$ cat config.mk
export PLATFORM = sky130hd
export DESIGN_NAME = conv_pool_layer_scheduler_flat
export DESIGN_NICKNAME = d
export VERILOG_FILES = /design/src/rtl/conv_pool_layer_scheduler_if.sv /design/src/rtl/conv_pool_layer_scheduler.sv /design/src/flat_wrapper.sv
export SDC_FILE = /design/constraint.sdc
export NUM_CORES = 1
export LEC_CHECK = 0
export CAP_MARGIN = 20
export CORE_MARGIN = 1.5
export CORE_UTILIZATION = 50
export DETAILED_ROUTE_END_ITERATION = 12
export GPL_ROUTABILITY_DRIVEN = 0
export PLACE_DENSITY = 0.76
export SYNTH_ARGS = -nofsm -noshare
export SYNTH_HDL_FRONTEND = slang
export SYNTH_SLANG_ARGS = --single-unit
$ cat constraint.sdc
create_clock -name iCLK -period 9.3 [get_ports iCLK]
set_input_delay 1.395 -clock iCLK [delete_from_list [all_inputs] [get_ports iCLK]]
set_output_delay 1.395 -clock iCLK [all_outputs]
set_load 0.03 [all_outputs]
$ cat src/rtl/conv_pool_layer_scheduler_if.sv
// Control and strobe bundle between the conv/pool layer scheduler and its neighbours.
// The master modport is the scheduler side. The slave modport is the layer FSM / datapath side.
interface conv_pool_layer_scheduler_if #(
  parameter int AW  = 9,
  parameter int WAW = 10,
  parameter int OAW = 13
) ();
  logic           iSTART;
  logic           iHOLD;
  logic           oRD_EN;
  logic [AW-1:0]  oRD_ADDR;
  logic [WAW-1:0] oW_ADDR;
  logic           oACC_EN;
  logic           oACC_CLR;
  logic           oPOOL_EN;
  logic           oPOOL_CLR;
  logic           oWR_EN;
  logic [OAW-1:0] oWR_ADDR;
  logic           oBUSY;
  logic           oDONE;

  modport master (
    input  iSTART, iHOLD,
    output oRD_EN, oRD_ADDR, oW_ADDR, oACC_EN, oACC_CLR, oPOOL_EN, oPOOL_CLR,
           oWR_EN, oWR_ADDR, oBUSY, oDONE
  );
  modport slave (
    output iSTART, iHOLD,
    input  oRD_EN, oRD_ADDR, oW_ADDR, oACC_EN, oACC_CLR, oPOOL_EN, oPOOL_CLR,
           oWR_EN, oWR_ADDR, oBUSY, oDONE
  );
endinterface

$ cat src/rtl/conv_pool_layer_scheduler.sv
// Address and strobe sequencer for one 3x3 conv + 2x2 max-pool layer pass.
// Loop nest, innermost first: tap, pool position, channel, column, row.
module conv_pool_layer_scheduler #(
  parameter int WIDTH  = 14,
  parameter int HEIGHT = 18,
  parameter int NCH    = 112,
  parameter int RD_LAT = 2,
  parameter int AW     = 9,
  parameter int WAW    = 10,
  parameter int OAW    = 13
) (
  input  logic iCLK,
  input  logic iRST,
  conv_pool_layer_scheduler_if.master bus
);
  localparam int OW     = (WIDTH - 2) / 2;
  localparam int OH     = (HEIGHT - 2) / 2;
  localparam int STAGES = RD_LAT;
  localparam int KW     = (NCH > 1) ? $clog2(NCH) : 1;
  localparam int IW     = (OW > 1) ? $clog2(OW) : 1;
  localparam int JW     = (OH > 1) ? $clog2(OH) : 1;
  localparam int DW     = $clog2(RD_LAT + 3);

  typedef enum logic [1:0] {IDLE, RUN, DRAIN, DONE} state_e;

  state_e          state_q, state_d;
  logic [3:0]      t_q, t_d;
  logic [1:0]      p_q, p_d;
  logic [KW-1:0]   k_q, k_d;
  logic [IW-1:0]   i_q, i_d;
  logic [JW-1:0]   j_q, j_d;
  logic [DW-1:0]   dcnt_q, dcnt_d;
  logic            busy_q, busy_d, done_q, done_d;
  logic            issue, last;
  logic [AW-1:0]   rd_addr_q, rd_addr_d;
  logic [WAW-1:0]  w_addr_q, w_addr_d;
  logic            acc_clr_d, pool_en_d, pool_clr_d, wr_en_d;
  logic [OAW-1:0]  wr_addr_d;
  int unsigned     ti, pi, ki, ii, ji;

  // Bit 0 of every sideband pipe is the cycle oRD_EN is high. Later stages follow the fixed read latency.
  logic [STAGES:0]             vld_pipe_q;
  logic [RD_LAT:0]             aclr_pipe_q;
  logic [RD_LAT+1:0]           pen_pipe_q, pclr_pipe_q;
  logic [RD_LAT+2:0]           wen_pipe_q;
  logic [RD_LAT+2:0][OAW-1:0]  wadr_pipe_q;

  assign issue = !bus.iHOLD && (state_q == RUN || (state_q == IDLE && bus.iSTART));

  always_comb begin
    state_d = state_q;
    t_d     = t_q;
    p_d     = p_q;
    k_d     = k_q;
    i_d     = i_q;
    j_d     = j_q;
    dcnt_d  = dcnt_q;
    last    = 1'b0;
    if (issue) begin
      if (t_q == 4'd8) begin
        t_d = '0;
        if (p_q == 2'd3) begin
          p_d = '0;
          if (k_q == KW'(NCH - 1)) begin
            k_d = '0;
            if (i_q == IW'(OW - 1)) begin
              i_d = '0;
              if (j_q == JW'(OH - 1)) begin
                j_d  = '0;
                last = 1'b1;
              end else j_d = j_q + 1'b1;
            end else i_d = i_q + 1'b1;
          end else k_d = k_q + 1'b1;
        end else p_d = p_q + 1'b1;
      end else t_d = t_q + 1'b1;
    end
    unique case (state_q)
      IDLE:  if (bus.iSTART) state_d = RUN;
      RUN:   if (last) begin
               state_d = DRAIN;
               dcnt_d  = '0;
             end
      DRAIN: if (dcnt_q == DW'(RD_LAT + 2)) state_d = DONE;
             else dcnt_d = dcnt_q + 1'b1;
      DONE:  state_d = IDLE;
      default: state_d = IDLE;
    endcase
    busy_d = (state_d == RUN) || (state_d == DRAIN);
    done_d = (state_d == DONE);
  end

  // Sideband fields stay zero for idle slots, so no strobe can appear without an issue behind it.
  always_comb begin
    ti         = 32'(t_q);
    pi         = 32'(p_q);
    ki         = 32'(k_q);
    ii         = 32'(i_q);
    ji         = 32'(j_q);
    rd_addr_d  = '0;
    w_addr_d   = '0;
    acc_clr_d  = 1'b0;
    pool_en_d  = 1'b0;
    pool_clr_d = 1'b0;
    wr_en_d    = 1'b0;
    wr_addr_d  = '0;
    if (issue) begin
      rd_addr_d  = AW'((2*ii + (pi & 1) + ti % 3) + (2*ji + (pi >> 1) + ti / 3) * WIDTH);
      w_addr_d   = WAW'(ki*9 + ti);
      acc_clr_d  = (t_q == 4'd0);
      pool_en_d  = (t_q == 4'd8);
      pool_clr_d = (t_q == 4'd8) && (p_q == 2'd0);
      wr_en_d    = (t_q == 4'd8) && (p_q == 2'd3);
      if (wr_en_d) wr_addr_d = OAW'(ki*OW*OH + ji*OW + ii);
    end
  end

  always_ff @(posedge iCLK) begin
    if (iRST) begin
      state_q     <= IDLE;
      t_q         <= '0;
      p_q         <= '0;
      k_q         <= '0;
      i_q         <= '0;
      j_q         <= '0;
      dcnt_q      <= '0;
      busy_q      <= 1'b0;
      done_q      <= 1'b0;
      rd_addr_q   <= '0;
      w_addr_q    <= '0;
      vld_pipe_q  <= '0;
      aclr_pipe_q <= '0;
      pen_pipe_q  <= '0;
      pclr_pipe_q <= '0;
      wen_pipe_q  <= '0;
      wadr_pipe_q <= '0;
    end else begin
      state_q     <= state_d;
      t_q         <= t_d;
      p_q         <= p_d;
      k_q         <= k_d;
      i_q         <= i_d;
      j_q         <= j_d;
      dcnt_q      <= dcnt_d;
      busy_q      <= busy_d;
      done_q      <= done_d;
      rd_addr_q   <= rd_addr_d;
      w_addr_q    <= w_addr_d;
      vld_pipe_q  <= {vld_pipe_q[STAGES-1:0], issue};
      aclr_pipe_q <= {aclr_pipe_q[RD_LAT-1:0], acc_clr_d};
      pen_pipe_q  <= {pen_pipe_q[RD_LAT:0], pool_en_d};
      pclr_pipe_q <= {pclr_pipe_q[RD_LAT:0], pool_clr_d};
      wen_pipe_q  <= {wen_pipe_q[RD_LAT+1:0], wr_en_d};
      wadr_pipe_q <= {wadr_pipe_q[RD_LAT+1:0], wr_addr_d};
    end
  end

  assign bus.oRD_EN    = vld_pipe_q[0];
  assign bus.oRD_ADDR  = rd_addr_q;
  assign bus.oW_ADDR   = w_addr_q;
  assign bus.oACC_EN   = vld_pipe_q[STAGES];
  assign bus.oACC_CLR  = aclr_pipe_q[RD_LAT];
  assign bus.oPOOL_EN  = pen_pipe_q[RD_LAT+1];
  assign bus.oPOOL_CLR = pclr_pipe_q[RD_LAT+1];
  assign bus.oWR_EN    = wen_pipe_q[RD_LAT+2];
  assign bus.oWR_ADDR  = wadr_pipe_q[RD_LAT+2];
  assign bus.oBUSY     = busy_q;
  assign bus.oDONE     = done_q;
endmodule
$ cat src/flat_wrapper.sv
// flat-port wrapper written by rule: the top's interface ports become plain ports
module conv_pool_layer_scheduler_flat 
#(
  parameter int WIDTH  = 14,
  parameter int HEIGHT = 18,
  parameter int NCH    = 112,
  parameter int RD_LAT = 2,
  parameter int AW     = 9,
  parameter int WAW    = 10,
  parameter int OAW    = 13
)
  (iCLK, iRST, bus_iSTART, bus_iHOLD, bus_oRD_EN, bus_oRD_ADDR, bus_oW_ADDR, bus_oACC_EN, bus_oACC_CLR, bus_oPOOL_EN, bus_oPOOL_CLR, bus_oWR_EN, bus_oWR_ADDR, bus_oBUSY, bus_oDONE);
  conv_pool_layer_scheduler_if #(.AW(AW), .WAW(WAW), .OAW(OAW)) bus_i ();
  input  logic iCLK;
  input  logic iRST;
  input wire logic [$bits(bus_i.iSTART)-1:0] bus_iSTART;
  input wire logic [$bits(bus_i.iHOLD)-1:0] bus_iHOLD;
  output wire logic [$bits(bus_i.oRD_EN)-1:0] bus_oRD_EN;
  output wire logic [$bits(bus_i.oRD_ADDR)-1:0] bus_oRD_ADDR;
  output wire logic [$bits(bus_i.oW_ADDR)-1:0] bus_oW_ADDR;
  output wire logic [$bits(bus_i.oACC_EN)-1:0] bus_oACC_EN;
  output wire logic [$bits(bus_i.oACC_CLR)-1:0] bus_oACC_CLR;
  output wire logic [$bits(bus_i.oPOOL_EN)-1:0] bus_oPOOL_EN;
  output wire logic [$bits(bus_i.oPOOL_CLR)-1:0] bus_oPOOL_CLR;
  output wire logic [$bits(bus_i.oWR_EN)-1:0] bus_oWR_EN;
  output wire logic [$bits(bus_i.oWR_ADDR)-1:0] bus_oWR_ADDR;
  output wire logic [$bits(bus_i.oBUSY)-1:0] bus_oBUSY;
  output wire logic [$bits(bus_i.oDONE)-1:0] bus_oDONE;
  assign bus_i.iSTART = bus_iSTART;
  assign bus_i.iHOLD = bus_iHOLD;
  assign bus_oRD_EN = bus_i.oRD_EN;
  assign bus_oRD_ADDR = bus_i.oRD_ADDR;
  assign bus_oW_ADDR = bus_i.oW_ADDR;
  assign bus_oACC_EN = bus_i.oACC_EN;
  assign bus_oACC_CLR = bus_i.oACC_CLR;
  assign bus_oPOOL_EN = bus_i.oPOOL_EN;
  assign bus_oPOOL_CLR = bus_i.oPOOL_CLR;
  assign bus_oWR_EN = bus_i.oWR_EN;
  assign bus_oWR_ADDR = bus_i.oWR_ADDR;
  assign bus_oBUSY = bus_i.oBUSY;
  assign bus_oDONE = bus_i.oDONE;
  conv_pool_layer_scheduler #(.WIDTH(WIDTH), .HEIGHT(HEIGHT), .NCH(NCH), .RD_LAT(RD_LAT), .AW(AW), .WAW(WAW), .OAW(OAW)) u_core (.iCLK(iCLK), .iRST(iRST), .bus(bus_i));
endmodule
Word level (Yosys, flattened, before mapping)
Cells that the tools add are included.
{"block": "totals", "regBits": 129, "in_bits": 4, "output_inout_bits": 40, "elab_cells": 97}
{"block": "classes", "addsub": 14, "n_mul": 4, "n_div": 2, "n_eq_ne": 14, "mux": 18, "n_bitwise": 2, "reduce_logical": 18}
{"op": "32-bit adder", "n": 1}
{"op": "4-bit by 2-bit divider with 32-bit output (second input constant)", "n": 1}
{"op": "4-bit by 2-bit modulo with 32-bit output (second input constant)", "n": 1}
{"op": "32-bit by 3-bit multiplier with 8-bit output (second input constant)", "n": 1}
{"op": "9-bit adder", "n": 2}
{"op": "13-bit by 3-bit adder with 13-bit output", "n": 1}
{"op": "13-bit by 6-bit adder with 13-bit output", "n": 1}
{"op": "3-bit 2-to-1 mux", "n": 4}
{"op": "10-bit by 4-bit adder with 10-bit output", "n": 1}
{"op": "4-bit by 1-bit adder with 5-bit output", "n": 2}
{"op": "2-bit == test (second input constant)", "n": 5}
{"op": "7-bit by 4-bit multiplier with 10-bit output (second input constant)", "n": 1}
{"op": "3-bit by 1-bit adder with 3-bit output (second input constant)", "n": 3}
{"op": "3-bit == test (second input constant)", "n": 3}
{"op": "7-bit by 2-bit multiplier with 9-bit output (second input constant)", "n": 1}
{"op": "2-bit 2-to-1 mux", "n": 4}
{"op": "2-bit one-hot mux with 4 select lines", "n": 1}
{"op": "7-bit by 1-bit adder with 7-bit output (second input constant)", "n": 1}
{"op": "7-bit == test (second input constant)", "n": 1}
{"op": "7-bit 2-to-1 mux", "n": 1}
{"op": "1-bit 2-to-1 mux", "n": 6}
{"op": "3-bit one-hot mux with 2 select lines", "n": 1}
{"op": "3-bit AND reduction", "n": 2}
{"op": "3-bit by 2-bit multiplier with 5-bit output (second input constant)", "n": 1}
{"op": "other kinds (19)", "n": 26}

Depth between registers and ports, before layout
Gate-level depths: netlist of the first run.
{"block": "logic_depth", "word_depth": 11, "ltp_mapped": 31, "ltp_nobuf": 28}

Worst setup path before layout of the first run
No wires, ideal clock.
{"block": "synth_timing", "path_type": "register to register", "startpoint": "register u_core.t_q[3]", "endpoint": "register u_core.rd_addr_q[8], in the netlist u_core.bus.oRD_ADDR[8]", "setup_ns": 0.128, "t_arrival_ns": 5.946, "required_time_ns": 9.172, "path_slack_ns": 3.226, "path_stages_with_launch": 28, "period_less_slack_ns": 6.074, "cell_sequence": "dfxtp_1 > buf_2 > clkbuf_1 > nor2_1 > ha_1 > buf_4 > a211o_1 > o21a_4 > xnor2_2 > ha_1 > nor2b_1 > nor2b_2 > inv_1 > ha_1 > inv_1 > fa_1 > xnor2_1 > fa_1 > ha_1 > fa_1 > a21o_1 > a21oi_1 > xnor2_1 > ha_1 > ha_1 > o41ai_1 > xnor2_1 > nor2_1"}
{"block": "synth_between", "elab_chain_len": 4, "elab_cells_between_ends": 6, "cone_classes": "add/sub (3); mul (1); div (2)"}
{"element": "from (decl)", "line_no": "conv_pool_layer_scheduler.sv:27", "text": "logic [3:0] t_q, t_d;"}
{"element": "from (signal assigned)", "line_no": "conv_pool_layer_scheduler.sv:138", "text": "t_q <= t_d;"}
{"element": "4-bit by 2-bit divider with 32-bit output", "line_no": "conv_pool_layer_scheduler.sv:107", "text": "rd_addr_d = AW'((2*ii + (pi & 1) + ti % 3) + (2*ji + (pi >> 1) + ti / 3) * WIDTH);"}
{"element": "32-bit adder", "line_no": "conv_pool_layer_scheduler.sv:107"}
{"element": "32-bit by 3-bit multiplier with 8-bit output", "line_no": "conv_pool_layer_scheduler.sv:107"}
{"element": "9-bit adder (*)", "line_no": "conv_pool_layer_scheduler.sv:107"}
{"element": "to (signal assigned)", "line_no": "conv_pool_layer_scheduler.sv:146", "text": "rd_addr_q <= rd_addr_d;"}
{"element": "to (decl)", "line_no": "conv_pool_layer_scheduler.sv:35", "text": "logic [AW-1:0] rd_addr_q, rd_addr_d;"}
Every way passes the cells marked *; elsewhere a longest branch is shown, timed or not.
A chain may end at the register's enable or synchronous reset.

Worst setup path after layout of the first run
{"block": "layout_timing", "startpoint": "register u_core.t_q[2]", "endpoint": "register u_core.rd_addr_q[8], in the netlist u_core.bus.oRD_ADDR[8]"}
The elaborated chain is that of the path after synthesis.

==> run metrics, run 1 <==
Netlist Area Pre-Place between 6000 and 7000 µm²; # placed instances about 840; Port Buffers 43; Setup violations, final 0; Synth Flop Type dfxtp_1; fraction of layout cells with a size suffix above 1 7.73%; count leader, synth dfxtp_1; final slew viol count 0; htree depth 4; fin crit period 6570 ps; leading area contributor after synthesis dfxtp_1; slowest stage delay, CP between 600 and 700 ps; Syn. warnings 0; fill count 1041; Worst setup SP type flop; area share of the largest cell type after synthesis about 40%; Antenna Cells 0; Clock Sinks 129; Post-synth top cells 129 x dfxtp_1, 77 x nor2b_1, 72 x ha_1, 58 x nor2_1, 35 x inv_1; Cell variety after synth 70; FF-to-FF path depth 25; outcome finished, final reports clean; final hold violations 0; postcts setup bufs 0; DRC viols 0; gr ovfl total 0; WL final 11500 µm; post-synthesis sequential area ratio a little over 40%; # IOs 44; clock root buffer clkbuf_16; Peak Freq roughly 150 MHz; CP Data Required Time 9600 ps; family with the most delay on the worst path adder cells; # resized after CTS 0; number of synthesized flops with an enable pin 0; Detail Route Antenna Nets 0; Max Cap Viol 0; worst hold path type reg2reg; initial antenna violation count 0; switch share a little under a quarter; part of the power in registers 45.7%; all-layer global routing usage approximately 18%; Logic pwr share 2.5%; TNS Setup 0 ps; Bufs and invs on worst path 3; Inserted Clock Buffers 17; via count roughly 4.4k; largest net degree at the start of global routing 90; Avg WL per Cell ~13 µm; Post-Syn Instances 657; Slowest-stage cell, CP dfxtp_1; clk_lat worst skew just over 400 ps; Non-Filler Instances ~870; ys async rst share 0%; area delta synth->final 16.2%; core box area 12600 µm²; number of global-route vias before repair ~4.2k; Clock Path Buffers 2; Vias/cell between 5 and 6; Syn Area/Cell about 10 µm²; TritonCTS clock tree done; initial core utilization about half; HPWL reported at the end of detailed placement roughly 8300 µm; Synth area leaders dfxtp_1 40%, ha_1 14%, nor2b_1 7.5%; maximum fanout along the worst path 18; Slew @ Worst Pin 838 ps; Core Util, Final ~60%; WS Path Type reg2reg; maximum vdd drop 121 µV; die area 13500 µm²; RSZ-0062 raised after global routing false; Pleak between 3 and 4 nW; cell mode on critical path ha_1; fin crit share roughly 70%; Int Pwr 0.942 mW; P_sw 0.280 mW; NumNets Final a little under 800; clock-pin slew on the worst setup and hold paths roughly 60 ps; first-pass GRT wire length 19000 µm; crit path DAT 6870 ps; syn nets approximately 740; crit end category flop; Pre-antenna DRT Iters 5; Crit path depth 25; clock skew 5.41 ps; Hold Path Stages 1; die width 116 µm; Die Y about 120 µm; relative slew slack 44.1%; clock power share slightly above 50%; 1st-iter DRT viols 252; quantity of hold-fixing buffers added after cts 0; num rows slightly above 40; power per standard cell area between 150 and 200 nW/µm²; synthesized flop and latch total approximately 130
## area by class of cell
cell class	instances	area [µm²]	share of cell area, %
well taps	172	215	2.90
inverters	39	146	1.97
flip-flops and latches	129	2580	34.8
repair buffers	45	440	5.93
clock buffers	17	425	5.73
multi-input cells	454	3460	46.7
clock inverters	15	149	2.01
## path summary, 6_finish.rpt
| check | slack [ps] | startpoint | to |
|---|---|---|---|
| worst min-delay path | 430 | u_core.wadr_pipe_q[12]$_SDFF_PP0_ | u_core.wadr_pipe_q[25]$_SDFF_PP0_ |
| worst min register to register | 430 | u_core.wadr_pipe_q[12]$_SDFF_PP0_ | u_core.wadr_pipe_q[25]$_SDFF_PP0_ |
| worst max register to register | 2730 | u_core.t_q[2]$_SDFFE_PP0P_ | u_core.bus.oRD_ADDR[8]$_SDFF_PP0_ |
| worst max-delay path | 2730 | u_core.t_q[2]$_SDFFE_PP0P_ | u_core.bus.oRD_ADDR[8]$_SDFF_PP0_ |
## kinds of logic after synthesis
family	synth area share [%]
xor gates and xnor gates	5.95
DFF	40.4
AOI/OAI and AO/OA	10.4
muxes	0.489
buffers and inverters	5.38
adders and majority gates	17.5
and+or+nand+nor	19.8
## power by group through the flow
stage,sequential [mW],combinational [mW],clock [mW]
after floorplan,0.571,0.0201,0
final,0.558,0.0305,0.633
after CTS,0.558,0.0309,0.646
after global routing,0.558,0.0336,0.671
after detailed placement,0.570,0.0304,0
after global placement,0.570,0.0297,0
## cells in the final DEF, fill, tap and decap left out, drive strengths merged, types with 17 or more instances in the layout
master	instances
a21oi	31
nor2b	79
nor2	59
clkbuf	17
clkdlybuf4s50	42
o21ai	17
xnor2	26
ha	72
dfxtp	129
nand2	28
inv	47
## state kept, by name (all words and copies together) (netlist names)
name                 cells
u_core.aclr_pipe_q       3
u_core.bus.oBUSY         1
u_core.bus.oDONE         1
u_core.bus.oRD_ADDR      9
u_core.bus.oWR_ADDR     13
u_core.bus.oW_ADDR      10
u_core.dcnt_q            3
u_core.i_q               3
u_core.j_q               3
u_core.k_q               7
u_core.p_q               2
u_core.pclr_pipe_q       4
u_core.pen_pipe_q        4
u_core.state_q           2
u_core.t_q               4
u_core.vld_pipe_q        3
u_core.wadr_pipe_q      52
u_core.wen_pipe_q        5
## stage by stage
stage	hold WS, ps	power (mW)	worst slack [ps]	area [µm²]
4_1_cts	433	1.24	2740	7420
2_1_floorplan	414	0.592	3230	6390
3_5_place_dp	420	0.601	2790	6850
3_3_place_gp	416	0.600	3150	6850
5_1_grt	443	1.26	2150	7420
6_report	432	1.22	2730	7420
## worst reg2reg max path, cell delays in order (launching register included)
cell	delay, ps
dfxtp_1	650
inv_1	180
nor2_1	140
ha_1	330
and2b_1	230
o21a_4	190
xnor2_2	160
ha_1	270
nor2b_1	80
nor2b_2	190
inv_1	70
ha_1	160
inv_1	50
fa_1	410
xnor2_1	500
fa_1	520
ha_1	240
fa_1	420
a21o_1	190
a21oi_1	160
xnor2_1	150
ha_1	250
ha_1	230
o41ai_1	420
xnor2_1	190
nor2_1	60
## metal layers
metal	global-route usage (%)	up-vias	wire length, µm
met1	22.7	2061	5430
met3	5.54	21	503
met2	29.2	92	5390
met4	6.91	0	218
li1	-	2249	-
met5	0	-	0
(Power assumes the default switching activity.)
==> run 2: changes to the inputs <==
PLACE_DENSITY = 0.79   (was 0.76)
clock period = 6 ns   (was 9.3 ns; I/O delays follow)
==> run 2 against run 1 <==
  * Clock power up 61%
  * Utilization up 0.78 points
  * Setup slack worse by 2400 ps
  * Register-to-register slack worse by 2400 ps
  * Largest cell class unchanged
==> run metrics, run 2 (synthesis gave the netlist of run 1 again) <==
initial antenna violation count 0 (unchanged); via count 4510 (+2.0%); WL final 12300 µm (+6.3%); htree depth 4 (unchanged); Worst R2R End u_core.bus.oRD_ADDR[8]$_SDFF_PP0_; Antenna Cells 0 (unchanged); gr ovfl total 0 (unchanged); num rows 41 (unchanged); 1st-iter DRT viols 233 (-7.5%); Avg WL per Cell 14.0 µm (+5.5%); Detail Route Antenna Nets 0 (unchanged); slowest stage delay, CP 470 ps (-180 ps); final slew viol count 0 (unchanged); WS Path Type reg2reg; Worst setup SP type flop; Largest register FFs 52 (unchanged); overall power 1.93 mW (+58%); fin crit share 94.7% (+24 points); Setup violations, final 0 (unchanged); die area 13500 µm² (unchanged); worst hold path type reg2reg; Slew @ Worst Pin 842 ps (+4.26 ps); Register Area 2580 µm² (about the same); clk_lat worst skew 420 ps (about the same); Die Y 116 µm (unchanged); fill count 1049 (+0.77%); clock-pin slew on the worst setup and hold paths 60 ps (about the same); Vias/cell 5.14 (+1.3%); number of global-route vias before repair 4506 (+8.4%); Critical R2R Launch u_core.t_q[2]$_SDFFE_PP0P_; Bufs and invs on worst path 3 (unchanged); first-pass GRT wire length 20400 µm (+7.4%); TritonCTS clock tree done; initial core utilization 50.9% (unchanged); quantity of hold-fixing buffers added after cts 0 (unchanged); Inserted Clock Buffers 17 (unchanged); maximum vdd drop 150 µV (+24%); crit end category flop; area of the multi-input gates 3500 µm² (+0.98%); NumNets Final 779 (+0.78%); family with the most delay on the worst path adder cells; # IOs 44 (unchanged); Clock Sinks 129 (unchanged); R2R setup slack 320 ps (-2410 ps); Top reg by flops u_core.wadr_pipe_q; Pleak 3.37 nW (+1.9%); Crit path depth 27 (+8.0%); Clock Path Buffers 2 (unchanged); DRC viols 0 (unchanged); TNS Setup 0 ps (unchanged); largest net degree at the start of global routing 89 (-1.1%); Post-Layout Inst Area 7520 µm² (+1.3%); fin crit period 5680 ps (-890 ps); Core Util, Final 59.8% (+0.78 points); RSZ-0062 raised after global routing false; HPWL reported at the end of detailed placement 8790 µm (+5.4%); FF-to-FF path depth 27 (+8.0%); CP Data Required Time 6290 ps (-3310 ps); Pre-antenna DRT Iters 4 (-1); Worst setup startpoint u_core.t_q[2]$_SDFFE_PP0P_; clock skew 12.4 ps (+7.00 ps); Port Buffers 43 (unchanged); relative slew slack 43.9% (-0.28 points); Post-Place Cell Area 6900 µm² (+0.77%); maximum fanout along the worst path 8 (-10); Slowest-stage cell, CP fa_1; Critical path destination u_core.bus.oRD_ADDR[8]$_SDFF_PP0_; crit path DAT 5970 ps (-900 ps); fraction of layout cells with a size suffix above 1 9.22% (+1.5 points); all-layer global routing usage 19.5% (+1.4 points); die width 116 µm (unchanged); Peak Freq 176 MHz (+16%); power per standard cell area 257 nW/µm² (+56%); commonest non-fill, non-tap cell in the layout dfxtp_1; outcome finished, final reports clean; clock root buffer clkbuf_16; core box area 12600 µm² (unchanged); Max Cap Viol 0 (unchanged); final hold violations 0 (unchanged); cell mode on critical path ha_1; commonest non-fill, non-tap cells in the layout 128 x dfxtp_1, 76 x nor2b_1, 70 x ha_1; worst hold margin 433 ps (+1.01 ps); area delta synth->final 17.7%
[run 2: through the flow]
| stage | cells | worst slack (ps) |
|---|---|---|
| floorplan | 657 | 46.5 |
| global placement | 845 | 462 |
| detailed placement | 845 | 182 |
| CTS | 877 | 129 |
| global route | 877 | 0.602 |
| finish | 877 | 318 |
[run 2: report_power, final]
part	leakage, nW	internal, mW	switching, mW	total [mW]
sequential	1.04	0.861	0.00267	0.864
combinational	2.03	0.0184	0.0340	0.0524
clock	0.293	0.629	0.386	1.02
[run 2: routing by layer]
layer	global-route usage [%]	up-vias	routed length (µm)
met4	9.35	0	275
li1	-	2259	-
met5	0	-	0
met1	23.1	2107	5510
met2	32.6	113	5950
met3	5.23	31	522
[run 2: what timing repair did]
| action | CTS | global route |
|---|---|---|
| hold endpoints to repair | 0 | 0 |
| endpoints found under the setup margin | 0 | 2 |
| buffers inserted | 0 | 0 |
| gates resized for setup | 0 | 7 |
[run 2: worst reg2reg max path: stages, from the launching register on]
cell	delay (ps)
dfxtp_2	350
inv_1	120
nor2_1	70
ha_1	220
a211o_1	310
o21a_4	170
xnor2_4	200
ha_2	260
nor2b_2	60
nor2b_2	150
inv_1	60
ha_1	150
inv_1	50
fa_1	420
xnor2_2	240
fa_1	470
ha_1	240
fa_1	420
a21o_1	190
a21oi_1	170
xnor2_1	160
ha_1	260
ha_1	320
nor2_1	50
nor2_1	140
o41ai_2	100
xnor2_1	160
nor2_1	60
[run 2: final cells by class]
cell class,count,area share [%]
timing repair buffer,51,6.45
multi-input combinational,454,46.5
inverter,39,1.95
tap,172,2.86
clock inverter,13,1.98
sequential,129,34.4
clock buffer,19,5.89
[run 2: worst min path at each step]
stage | startpoint | endpoint | slack (ps) | cells after the start
after global routing | u_core.wadr_pipe_q[7]$_SDFF_PP0_ | u_core.wadr_pipe_q[20]$_SDFF_PP0_ | 450 | 1
after detailed placement | u_core.wadr_pipe_q[0]$_SDFF_PP0_ | u_core.wadr_pipe_q[13]$_SDFF_PP0_ | 420 | 1
final | u_core.wadr_pipe_q[50]$_SDFF_PP0_ | u_core.bus.oWR_ADDR[11]$_SDFF_PP0_ | 430 | 1
after CTS | u_core.wadr_pipe_q[0]$_SDFF_PP0_ | u_core.wadr_pipe_q[13]$_SDFF_PP0_ | 430 | 1
after global placement | u_core.wadr_pipe_q[44]$_SDFF_PP0_ | u_core.bus.oWR_ADDR[5]$_SDFF_PP0_ | 410 | 1
after floorplan | u_core.aclr_pipe_q[0]$_SDFF_PP0_ | u_core.aclr_pipe_q[1]$_SDFF_PP0_ | 410 | 1
